===== src/rtl/router_ctrl.sv =====
// Packet router controller: routes a header/payload/parity byte stream to one of three destination FIFOs.
// Optional per-port idle timeout with FIFO soft reset is enabled by defining ROUTER_CTRL_TIMEOUT_EN.
module router_ctrl #(
  parameter int TIMEOUT = 30
) (
  input  logic       clock,
  input  logic       resetn,
  input  logic       pkt_valid,
  input  logic [7:0] data_in,
  input  logic [2:0] fifo_full,
  input  logic [2:0] fifo_empty,
  input  logic [2:0] read_enb,
  output logic [2:0] valid_out,
  output logic [2:0] write_enb,
  output logic [2:0] soft_reset,
  output logic       busy,
  output logic       lfd_state,
  output logic       parity_err,
  output logic [2:0] o_state_dbg
);

  // Source handshake: a byte on data_in is consumed at the rising edge where
  // write_enb is non-zero (or while discarding a packet in DROP); otherwise the
  // source keeps the same byte and pkt_valid on its inputs.
  typedef enum logic [2:0] {
    IDLE            = 3'd0,
    WAIT_EMPTY      = 3'd1,
    LOAD_FIRST      = 3'd2,
    LOAD_DATA       = 3'd3,
    FIFO_FULL       = 3'd4,
    LOAD_AFTER_FULL = 3'd5,
    CHECK_PARITY    = 3'd6,
    DROP            = 3'd7
  } state_t;

  state_t     r_state;
  state_t     w_next_state;
  logic [1:0] r_addr;
  logic [7:0] r_acc;
  logic [7:0] r_par_byte;
  logic       r_busy;
  logic       r_lfd;
  logic       r_parity_err;
  logic [2:0] w_soft_reset;
  logic       w_sr_hit;
  logic       w_wr;
  logic       w_hdr_routable;

  function automatic logic busy_of(input state_t s);
    return (s == WAIT_EMPTY) || (s == LOAD_FIRST) || (s == FIFO_FULL) ||
           (s == LOAD_AFTER_FULL) || (s == CHECK_PARITY);
  endfunction

  assign valid_out      = ~fifo_empty;
  assign w_hdr_routable = pkt_valid && (data_in[1:0] != 2'd3);
  assign w_sr_hit       = w_soft_reset[r_addr];

  always_comb begin
    w_next_state = r_state;
    case (r_state)
      IDLE: begin
        if (pkt_valid) begin
          if (data_in[1:0] == 2'd3)          w_next_state = DROP;
          else if (fifo_empty[data_in[1:0]]) w_next_state = LOAD_FIRST;
          else                               w_next_state = WAIT_EMPTY;
        end
      end
      WAIT_EMPTY:      if (fifo_empty[r_addr]) w_next_state = LOAD_FIRST;
      LOAD_FIRST:      w_next_state = LOAD_DATA;
      LOAD_DATA: begin
        if (fifo_full[r_addr]) w_next_state = FIFO_FULL;
        else if (!pkt_valid)   w_next_state = CHECK_PARITY;
      end
      FIFO_FULL:       if (!fifo_full[r_addr]) w_next_state = LOAD_AFTER_FULL;
      LOAD_AFTER_FULL: w_next_state = pkt_valid ? LOAD_DATA : CHECK_PARITY;
      CHECK_PARITY:    w_next_state = IDLE;
      DROP:            if (!pkt_valid) w_next_state = IDLE;
      default:         w_next_state = IDLE;
    endcase
    // A flush of the destination FIFO abandons the packet in flight.
    if (w_sr_hit && (r_state != IDLE) && (r_state != DROP)) w_next_state = IDLE;
  end

  always_comb begin
    w_wr = 1'b0;
    case (r_state)
      LOAD_FIRST:      w_wr = 1'b1;
      LOAD_DATA:       w_wr = !fifo_full[r_addr];
      LOAD_AFTER_FULL: w_wr = 1'b1;
      default:         w_wr = 1'b0;
    endcase
    if (w_sr_hit) w_wr = 1'b0;
  end

  assign write_enb = w_wr ? (3'b001 << r_addr) : 3'b000;

  always_ff @(posedge clock or negedge resetn) begin
    if (!resetn) begin
      r_state      <= IDLE;
      r_addr       <= 2'd0;
      r_acc        <= 8'd0;
      r_par_byte   <= 8'd0;
      r_busy       <= 1'b0;
      r_lfd        <= 1'b0;
      r_parity_err <= 1'b0;
    end else begin
      r_state <= w_next_state;
      r_busy  <= busy_of(w_next_state);
      r_lfd   <= (w_next_state == LOAD_FIRST);
      if ((r_state == IDLE) && w_hdr_routable) r_addr <= data_in[1:0];
      if (w_wr) begin
        if (r_state == LOAD_FIRST) begin
          r_acc        <= data_in;
          r_parity_err <= 1'b0;
        end else if (pkt_valid) begin
          r_acc <= r_acc ^ data_in;
        end else begin
          r_par_byte <= data_in;
        end
      end
      if ((r_state == CHECK_PARITY) && !w_sr_hit) r_parity_err <= (r_acc != r_par_byte);
    end
  end

  assign busy        = r_busy;
  assign lfd_state   = r_lfd;
  assign parity_err  = r_parity_err;
  assign o_state_dbg = r_state;

`ifdef ROUTER_CTRL_TIMEOUT_EN
  logic [4:0] r_cnt [3];
  logic [2:0] r_soft_reset;

  // A read in the terminal cycle restarts the count instead of flushing.
  always_ff @(posedge clock or negedge resetn) begin
    if (!resetn) begin
      for (int i = 0; i < 3; i++) r_cnt[i] <= 5'd0;
      r_soft_reset <= 3'b000;
    end else begin
      for (int i = 0; i < 3; i++) begin
        if (read_enb[i] || !valid_out[i]) begin
          r_cnt[i]        <= 5'd0;
          r_soft_reset[i] <= 1'b0;
        end else if (r_cnt[i] == 5'(TIMEOUT - 1)) begin
          r_cnt[i]        <= 5'd0;
          r_soft_reset[i] <= 1'b1;
        end else begin
          r_cnt[i]        <= r_cnt[i] + 5'd1;
          r_soft_reset[i] <= 1'b0;
        end
      end
    end
  end

  assign w_soft_reset = r_soft_reset;
`else
  logic w_unused_read_enb;
  assign w_unused_read_enb = ^read_enb;
  assign w_soft_reset      = 3'b000;
`endif

  assign soft_reset = w_soft_reset;

endmodule


===== config.mk =====
export PLATFORM = sky130hd
export DESIGN_NAME = router_ctrl
export DESIGN_NICKNAME = d
export VERILOG_FILES = /design/src/rtl/router_ctrl.sv
export SDC_FILE = /design/constraint.sdc
export NUM_CORES = 1
export LEC_CHECK = 0
export ABC_AREA = 1
export CAP_MARGIN = 30
export CORE_ASPECT_RATIO = 1.2
export CORE_MARGIN = 1.5
export CORE_UTILIZATION = 38
export CTS_CLUSTER_DIAMETER = 120
export CTS_CLUSTER_SIZE = 14
export DETAILED_ROUTE_END_ITERATION = 10
export HOLD_SLACK_MARGIN = 0.05
export MAX_ROUTING_LAYER = met4
export SYNTH_ARGS = -nofsm -noshare
export SYNTH_HDL_FRONTEND = slang
export SYNTH_SLANG_ARGS = --single-unit

===== constraint.sdc =====
create_clock -name clock -period 2.9 [get_ports clock]
set_input_delay 0.87 -clock clock [delete_from_list [all_inputs] [get_ports clock]]
set_output_delay 0.87 -clock clock [all_outputs]
set_load 0.03 [all_outputs]

==> results.toml, run 1 <==
[worst_setup_path]
cpMaxStageDelayCell = "clkdlybuf4s50_1"
timing.rr.end = "r_acc[3]"
cpPeakStageDelay_ns = 0.47
cpMostUsedCell = "nand3_2"
crit_chain = "clkdlybuf4s50_1, nand3_2, nand3_2, nand3_2, inv_2, nor3_2, buf_4"
required_ns = 2.03
worstPathMaxFanout = 3
cp.buffers_inverters = 3
start_kind = "input port"
cp_top_family = "buffers and inverters"
critPathKind = "input port to output port"
r2r_slack_ns = 1.01
r2r_cells = 10
critPathCaptureType = "output port"
cp.arrival_ns = 1.94
crit_cells = 7
worstReg2RegStart = "o_state_dbg[0]"

[clock_tree]
clkSinkCount = 24
holdBufCountCts = 0
clk_latency_ns = 0.27
clk_pin_slew_ns = 0.09
cts_buffers = 3
htreeDepth = 1
cts_buffer_depth = 2
clockRootBuffer = "clkbuf_8"
cts_tree = "built"

[synth]
synth-simple-area-share = 0.270
synthAdderAreaFrac = 0
synth_top_family_by_area = "simple AND/OR/NAND/NOR gates"
synthXorXnorAreaFrac = 0.0616
synth_warnings = 0
async_flop_share = 1.00
ys.flop_type = "dfrtp_1"
synthDistinctLibCells = 24
synth_compound_area_frac = 0.167
avgSynthCellArea_um2 = 7.67
synth_cells = 204
synth_edf_count = 0
synth_seq_cells = 24
synth-seq-area-share = 0.384
syn_area_mm2 = 0.00157
muxShareOfSynthArea = 0

[global_route]
grt_pass1_wl_um = 5360
grt_overflow = 0
antenna_found_initial = 0
track_usage = 0.161
grt_pass1_vias = 1196
grt_start_max_net_pins = 25

[power_and_ir_drop]
p_int_w = 0.00118
power_frac_seq = 0.300
p_sw_w = 0.000961
peakVddDrop_uv = 326
pwr_density_cell_mw_per_mm2 = 1080
pwr-share-comb = 0.562
power_leakage_nw = 0.977
power_frac_clock = 0.137
swShare = 0.449

[timing]
rsz0062_at_grt = "false"
tightest_slew_ns = 0.822
finalHoldViolCount = 0
setup_viol = 0
skew_ns = 0.00736
slew_violations = 0
max_freq_ghz = 0.356
tns_ns = 0
setup_ws_ns = 0.0942
period_share = 0.968
maxSlewHeadroom = 0.452
layout_min_cycle_time_ns = 2.81

[die]
dieArea_mm2 = 0.00451
io_pins = 35
start_util = 0.397
rows = 25
core_area_mm2 = 0.00394
die_w_um = 61.6
die_height_um = 73.3

[route]
wl_um = 3160
drt_iter0_drc = 58
drtPass1Iterations = 4
viasPerCell = 4.54
num_vias = 1325
wire_per_inst_um = 10.8
detail-route-antenna-nets = 0
route.detailed.drc = 0

[placement]
post-place-ws_ns = 0.00185
dp_hpwl_um = 2390
port-buffer-count = 28
place_congestion = 0.814

[final_layout]
final_nets = 259
antenna_cells = 0
final_common_cell = "nand2_1"
drive_gt1_frac = 0.206
final_cell_mix = "46 x nand2_1, 30 x inv_1, 24 x dfrtp_1"
syn2layout_area_growth_pct = 26.9

[worst_hold_path]
hold_end = "parity_err"
hold_path_class = "flip-flop to flip-flop"
min_from = "parity_err"
hold_depth = 2

[status]
status = "finished, final reports clean"

[run]
cap_viol_max_count = 0
==> metrics by stage <==
step	utilization	std cells	hold slack, ns	power [W]	cell area [um2]
floorplan	-	206	0.476	0.00153	1570
global placement	0.475	285	0.480	0.00181	1870
detailed placement	0.475	285	0.475	0.00182	1870
CTS	0.498	291	0.498	0.00215	1960
global route	0.504	292	0.532	0.00235	1990
finish	0.504	292	0.497	0.00214	1990
==> registers in the layout, indices dropped and copies added, names as in the netlist <==
register	count
busy	1
lfd_state	1
o_state_dbg	3
parity_err	1
r_acc	8
r_addr	2
r_par_byte	8
==> area by class of cell <==
class                           count  area [um2]
Clock buffer                        3        41.3
Clock inverter                      1        30.0
Fill cell                         407        1950
Inverter                           33         124
Multi-Input combinational cell    143         812
Sequential cell                    24         601
Tap cell                           54        67.6
Timing Repair Buffer               34         312
==> Yosys cell counts, types with 4 or more instances <==
master / count / share of area
o21ai_0: 13 / 0.042
inv_1: 31 / 0.074
nor3_1: 4 / 0.013
nor2_1: 21 / 0.050
dfrtp_1: 24 / 0.38
nand4_1: 5 / 0.020
o21ai_1: 4 / 0.013
nand2_1: 46 / 0.11
nand3_1: 6 / 0.019
xnor2_1: 11 / 0.062
o21ai_2: 17 / 0.095
==> routing by layer <==
metal / part of all wire / track usage
met1: 0.46 / 0.210
met2: 0.49 / 0.258
met4: 0.0076 / 0.0355
met5: 0 / -
met3: 0.044 / 0.0299
==> power groups by stage <==
| stage | combinational [W] | sequential [W] | clock (W) |
|---|---|---|---|
| 6_report | 0.00120 | 0.000643 | 0.000294 |
| 5_1_grt | 0.00137 | 0.000665 | 0.000318 |
| 4_1_cts | 0.00121 | 0.000640 | 0.000304 |
| 3_5_place_dp | 0.00117 | 0.000646 | 0 |
| 3_3_place_gp | 0.00116 | 0.000645 | 0 |
| 2_1_floorplan | 0.000836 | 0.000696 | 0 |
==> worst register-to-register path, cell delays in order (launching register included) <==
cell     delay (ns)
dfrtp_1        0.41
inv_1          0.11
nand2_2        0.09
nor2_4         0.22
inv_2          0.17
nand3_2        0.13
buf_4          0.11
buf_4          0.09
o21ai_2        0.22
nand2_1        0.16
o21ai_2        0.06
==> worst max-delay path by stage <==
stage / to / slack, ns / start
6_report: write_enb[0] / 0.09 / fifo_full[2]
5_1_grt: write_enb[1] / 0.02 / fifo_full[2]
4_1_cts: write_enb[1] / 0.003 / fifo_full[0]
3_5_place_dp: write_enb[2] / 0.002 / fifo_full[1]
3_3_place_gp: write_enb[2] / 0.02 / fifo_full[1]
2_1_floorplan: write_enb[0] / 0.12 / fifo_full[1]
==> kinds of logic after synthesis <==
group | count (synthesis)
buffers and inverters | 39
xor gates and xnor gates | 11
other | 1
AOI/OAI and AO/OA | 38
DFF | 24
and+or+nand+nor | 91
==> repair_timing <==
action                                  in CTS  in global routing
gates cloned                                 0                  0
endpoints found under the setup margin       3                  3
gates resized for setup                      3                  4
buffers inserted                             2                  1
pin swaps                                    2                  4
endpoints found under the hold margin        0                  0
(Power assumes the default switching activity.)
==> run 2, diff against run 1 <==
--- a/config.mk
+++ b/config.mk
@@ -6,6 +6,7 @@
 export NUM_CORES = 1
 export LEC_CHECK = 0
 export ABC_AREA = 1
+export ABC_CLOCK_PERIOD_IN_PS = 2900
 export CAP_MARGIN = 30
 export CORE_ASPECT_RATIO = 1.2
 export CORE_MARGIN = 1.5
@@ -13,6 +14,7 @@
 export CTS_CLUSTER_DIAMETER = 120
 export CTS_CLUSTER_SIZE = 14
 export DETAILED_ROUTE_END_ITERATION = 10
+export GPL_TIMING_DRIVEN = 0
 export HOLD_SLACK_MARGIN = 0.05
 export MAX_ROUTING_LAYER = met4
 export SYNTH_ARGS = -nofsm -noshare
==> run 2 against run 1 <==
Clock power shrank 34%. Count of clock-buffer cells in the layout is the same. Global-route usage grew 0.94 points. Clock skew shrank 0.0048 ns. Utilization grew 0.92 points. Power shrank 2.2%. Wire length grew 6.2%. Final area grew 1.8%. Sequential cell count is the same. Critical path type unchanged. Largest power group unchanged.
==> results.toml, run 2 (synthesis results as in run 1) <==
[status]
status = "finished, final reports clean"

[die]
rows = 25
die_height_um = 73.3
start_util = 0.397
core_area_mm2 = 0.00394
dieArea_mm2 = 0.00451
die_w_um = 61.6
io_pins = 35

[timing]
setup_ws_ns = 0.0520
period_share = 0.982
setup_viol = 0
finalHoldViolCount = 0
skew_ns = 0.00257
slew_violations = 0
whs_ns = 0.502
layout_min_cycle_time_ns = 2.85
max_freq_ghz = 0.351
maxSlewHeadroom = 0.560
tightest_slew_ns = 0.659

[placement]
placed_cells = 289
dpl_cell_area_mm2 = 0.00194
post-place-ws_ns = -0.571
dp_hpwl_um = 2540
port-buffer-count = 28
place_congestion = 0.902

[final_layout]
final_nets = 262
final_common_cell = "nand2_1"
drive_gt1_frac = 0.200
fin_cells = 294
antenna_cells = 0
final_cell_mix = "46 x nand2_1, 30 x inv_1, 24 x dfrtp_1"
design_area_mm2 = 0.00202
syn2layout_area_growth_pct = 29.3

[clock_tree]
holdBufCountCts = 0
clkSinkCount = 24
clockRootBuffer = "clkbuf_8"
cts_buffers = 3
clk_pin_slew_ns = 0.08
cts_tree = "built"
cts_buffer_depth = 2
htreeDepth = 1
clk_latency_ns = 0.26

[worst_setup_path]
start_kind = "input port"
required_ns = 2.03
critPathCaptureType = "output port"
cp.arrival_ns = 1.98
critPathKind = "input port to output port"
worstPathMaxFanout = 3

[global_route]
grt_pass1_wl_um = 5670
grt_start_max_net_pins = 14
grt_overflow = 0
grt_pass1_vias = 1312
track_usage = 0.170
antenna_found_initial = 0

[route]
drtPass1Iterations = 4
wl_um = 3350
detail-route-antenna-nets = 0
num_vias = 1374
drt_iter0_drc = 87
viasPerCell = 4.67
route.detailed.drc = 0
wire_per_inst_um = 11.4

[power_and_ir_drop]
peakVddDrop_uv = 335
pwr_density_cell_mw_per_mm2 = 1030
power_leakage_nw = 0.997

[run]
cap_viol_max_count = 0

[worst_hold_path]
hold_path_class = "flip-flop to flip-flop"
==> run 2: what timing repair did <==
action                     in CTS  in global routing
setup endpoints to repair       6                  3
buffers inserted                0                  2
pin swaps                       0                  4
resized for setup              30                  4
==> run 2: area by class of cell <==
cell class	instances	area (um2)
plain buffers	6	56.3
inverters	33	126
repair buffers	31	304
multi-input cells	143	827
fillers	410	1920
flip-flops and latches	24	601
well taps	54	67.6
clock buffers	3	41.3
==> run 2: final timing paths <==
| path | startpoint | end | slack (ns) | cells past startpoint |
|---|---|---|---|---|
| setup / recovery | fifo_full[2] | write_enb[1] | 0.05 | 7 |
| hold / removal | parity_err | parity_err | 0.50 | 2 |
| setup reg to reg | o_state_dbg[0] | r_acc[5] | 1.16 | 10 |
| hold reg to reg | parity_err | parity_err | 0.50 | 2 |
| max in group asynchronous | resetn | r_addr[1] | 1.38 | 2 |
| min in group asynchronous | resetn | parity_err | 1.00 | 1 |
==> run 2: where the power goes <==
group | switching, W | internal, W | total, W
Clock | 0.000102 | 0.0000929 | 0.000195
Sequential | 0.000156 | 0.000491 | 0.000647
Combinational | 0.000726 | 0.000524 | 0.00125
==> run 2: worst max-delay path: stages <==
cell and delay, ns:
clkdlybuf4s50_1 0.41, nand3_2 0.11, nand3_4 0.09, nand3_4 0.10, inv_4 0.05, nor3_2 0.16
buf_4 0.18
==> run 2: layer usage <==
layer	vias up	share of wire	global-route usage	wire length, um
li1	717	-	-	-
met1	625	0.45	0.212	1520
met2	28	0.49	0.281	1630
met3	4	0.046	0.0229	155
met4	0	0.014	0.0567	46
met5	-	0	-	0
==> run 2: through the flow <==
step / util / power, W / setup TNS, ns
floorplan: - / 0.00153 / 0
global placement: 0.487 / 0.00184 / -1.76
detailed placement: 0.491 / 0.00186 / -1.72
CTS: 0.506 / 0.00209 / 0
global route: 0.513 / 0.00229 / -0.00274
finish: 0.513 / 0.00209 / 0
==> run 3, diff against run 2 <==
--- a/config.mk
+++ b/config.mk
@@ -6,10 +6,10 @@
 export NUM_CORES = 1
 export LEC_CHECK = 0
 export ABC_AREA = 1
-export ABC_CLOCK_PERIOD_IN_PS = 2900
+export ABC_CLOCK_PERIOD_IN_PS = 2300
 export CAP_MARGIN = 30
 export CORE_ASPECT_RATIO = 1.2
-export CORE_MARGIN = 1.5
+export CORE_MARGIN = 2
 export CORE_UTILIZATION = 38
 export CTS_CLUSTER_DIAMETER = 120
 export CTS_CLUSTER_SIZE = 14
@@ -17,6 +17,7 @@
 export GPL_TIMING_DRIVEN = 0
 export HOLD_SLACK_MARGIN = 0.05
 export MAX_ROUTING_LAYER = met4
+export PLACE_DENSITY = 0.65
 export SYNTH_ARGS = -nofsm -noshare
 export SYNTH_HDL_FRONTEND = slang
 export SYNTH_SLANG_ARGS = --single-unit
==> constraint.sdc (replaced) <==
create_clock -name clock -period 2.3 [get_ports clock]
set_input_delay 0.69 -clock clock [delete_from_list [all_inputs] [get_ports clock]]
set_output_delay 0.69 -clock clock [all_outputs]
set_load 0.03 [all_outputs]
==> run 3 against run 2 <==
Via count is 1.2% higher. Critical path depth unchanged. Power increased by 45%. Non-clock buffer count rose by 11. Count of clock-buffer cells in the layout did not move. Utilization up 3.7 points. Sequential cell count stayed put. First-iteration DRC count fell by 37%. Wire length up 4.4%. Sequential share of layout area down 1.8 points. Combinational power grew 46%. Largest power group unchanged.
==> results.toml, run 3 (synthesis results as in run 1) <==
[status]
status = "finished, final reports clean"

[worst_setup_path]
worstPathMaxFanout = 3
critPathKind = "input port to output port"
required_ns = 1.61
critPathCaptureType = "output port"
cp.arrival_ns = 1.55
start_kind = "input port"

[global_route]
grt_start_max_net_pins = 15
antenna_found_initial = 0
grt_pass1_vias = 1295
track_usage = 0.165
grt_pass1_wl_um = 5870
grt_overflow = 0

[placement]
dpl_cell_area_mm2 = 0.00194
place_congestion = 0.839
dp_hpwl_um = 2480
post-place-ws_ns = -0.796
port-buffer-count = 28

[clock_tree]
clk_latency_ns = 0.27
clockRootBuffer = "clkbuf_8"
clk_pin_slew_ns = 0.09
cts_buffer_depth = 2
clkSinkCount = 24
cts_buffers = 3
cts_tree = "built"
htreeDepth = 1

[route]
drtPass1Iterations = 4
wl_um = 3500
wire_per_inst_um = 11.4
route.detailed.drc = 0
num_vias = 1391
detail-route-antenna-nets = 0
drt_iter0_drc = 55
viasPerCell = 4.55

[timing]
finalHoldViolCount = 0
whs_ns = 0.497
skew_ns = 0.00354
slew_violations = 0
period_share = 0.974
max_freq_ghz = 0.446
tightest_slew_ns = 0.530
setup_viol = 0
setup_ws_ns = 0.0592
layout_min_cycle_time_ns = 2.24
maxSlewHeadroom = 0.646

[power_and_ir_drop]
pwr_density_cell_mw_per_mm2 = 1400
peakVddDrop_uv = 591
power_leakage_nw = 1.05

[final_layout]
final_common_cell = "nand2_1"
syn2layout_area_growth_pct = 38.6
drive_gt1_frac = 0.294
final_cell_mix = "42 x nand2_1, 29 x inv_1, 20 x nor2_1, 20 x dfrtp_1, 19 x clkdlybuf4s50_1"
final_nets = 273
design_area_mm2 = 0.00217
nFillCells = 392
antenna_cells = 0

[run]
cap_viol_max_count = 0

[die]
io_pins = 35
die_w_um = 62.6
die_height_um = 74.3
dieArea_mm2 = 0.00465
start_util = 0.397
rows = 25
core_area_mm2 = 0.00394

[worst_hold_path]
hold_path_class = "flip-flop to flip-flop"
==> run 3: worst max-delay path, cell delays in order <==
cell             delay [ns]
clkdlybuf4s15_1        0.18
nand3_2                0.10
nand3_4                0.10
nand3_4                0.10
inv_4                  0.05
nor3_2                 0.16
buf_4                  0.18
==> run 3: layout make-up <==
type                    instances  area, um2  area share
clock buffers                   3       41.3      0.0190
repair buffers                 42        375       0.173
multi-input cells             143        862       0.397
clock inverters                 1       30.0      0.0138
well taps                      54       67.6      0.0311
plain buffers                   6       56.3      0.0260
inverters                      33        131      0.0606
flip-flops and latches         24        606       0.279
==> run 3: what timing repair did <==
item | CTS | global route
cloned | 0 | 1
hold endpoints to repair | 0 | 0
hold buffers | 0 | 0
endpoints found under the setup margin | 6 | 15
resized for setup | 40 | 25
pin swaps | 6 | 5
buffers inserted | 8 | 4
==> run 3: path summary, 6_finish.rpt <==
check                      cells after the start  slack [ns]          from           end
max                                            7        0.06  fifo_full[2]  write_enb[0]
min                                            2        0.50    parity_err    parity_err
max reg2reg                                   16        0.20     r_addr[0]      r_acc[4]
min reg2reg                                    2        0.50    parity_err    parity_err
max in group asynchronous                      2        1.04        resetn     r_addr[0]
min in group asynchronous                      1        0.76        resetn      r_acc[7]
==> run 3: metal layers <==
metal  up-vias  global-route usage  wire (um)
met5         -                   -          0
met2        25               0.297       1790
met3         5              0.0227        118
li1        736                   -          -
met1       625               0.195       1560
met4         0              0.0444         35
==> run 3: power by group <==
part | internal (W) | switching [W] | total, W | leakage [nW]
clock | 0.000233 | 0.000138 | 0.000371 | 0.0357
combinational | 0.000826 | 0.000998 | 0.00182 | 0.718
sequential | 0.000626 | 0.000207 | 0.000833 | 0.298
==> run 3: through the flow <==
step	TNS, ns	utilization	instances	power [W]
final	0	0.550	306	0.00303
after global placement	-3.18	0.487	288	0.00231
after CTS	0	0.527	301	0.00289
after detailed placement	-3.15	0.491	289	0.00233
after floorplan	-0.523	-	206	0.00193
after global routing	-0.00524	0.550	306	0.00328
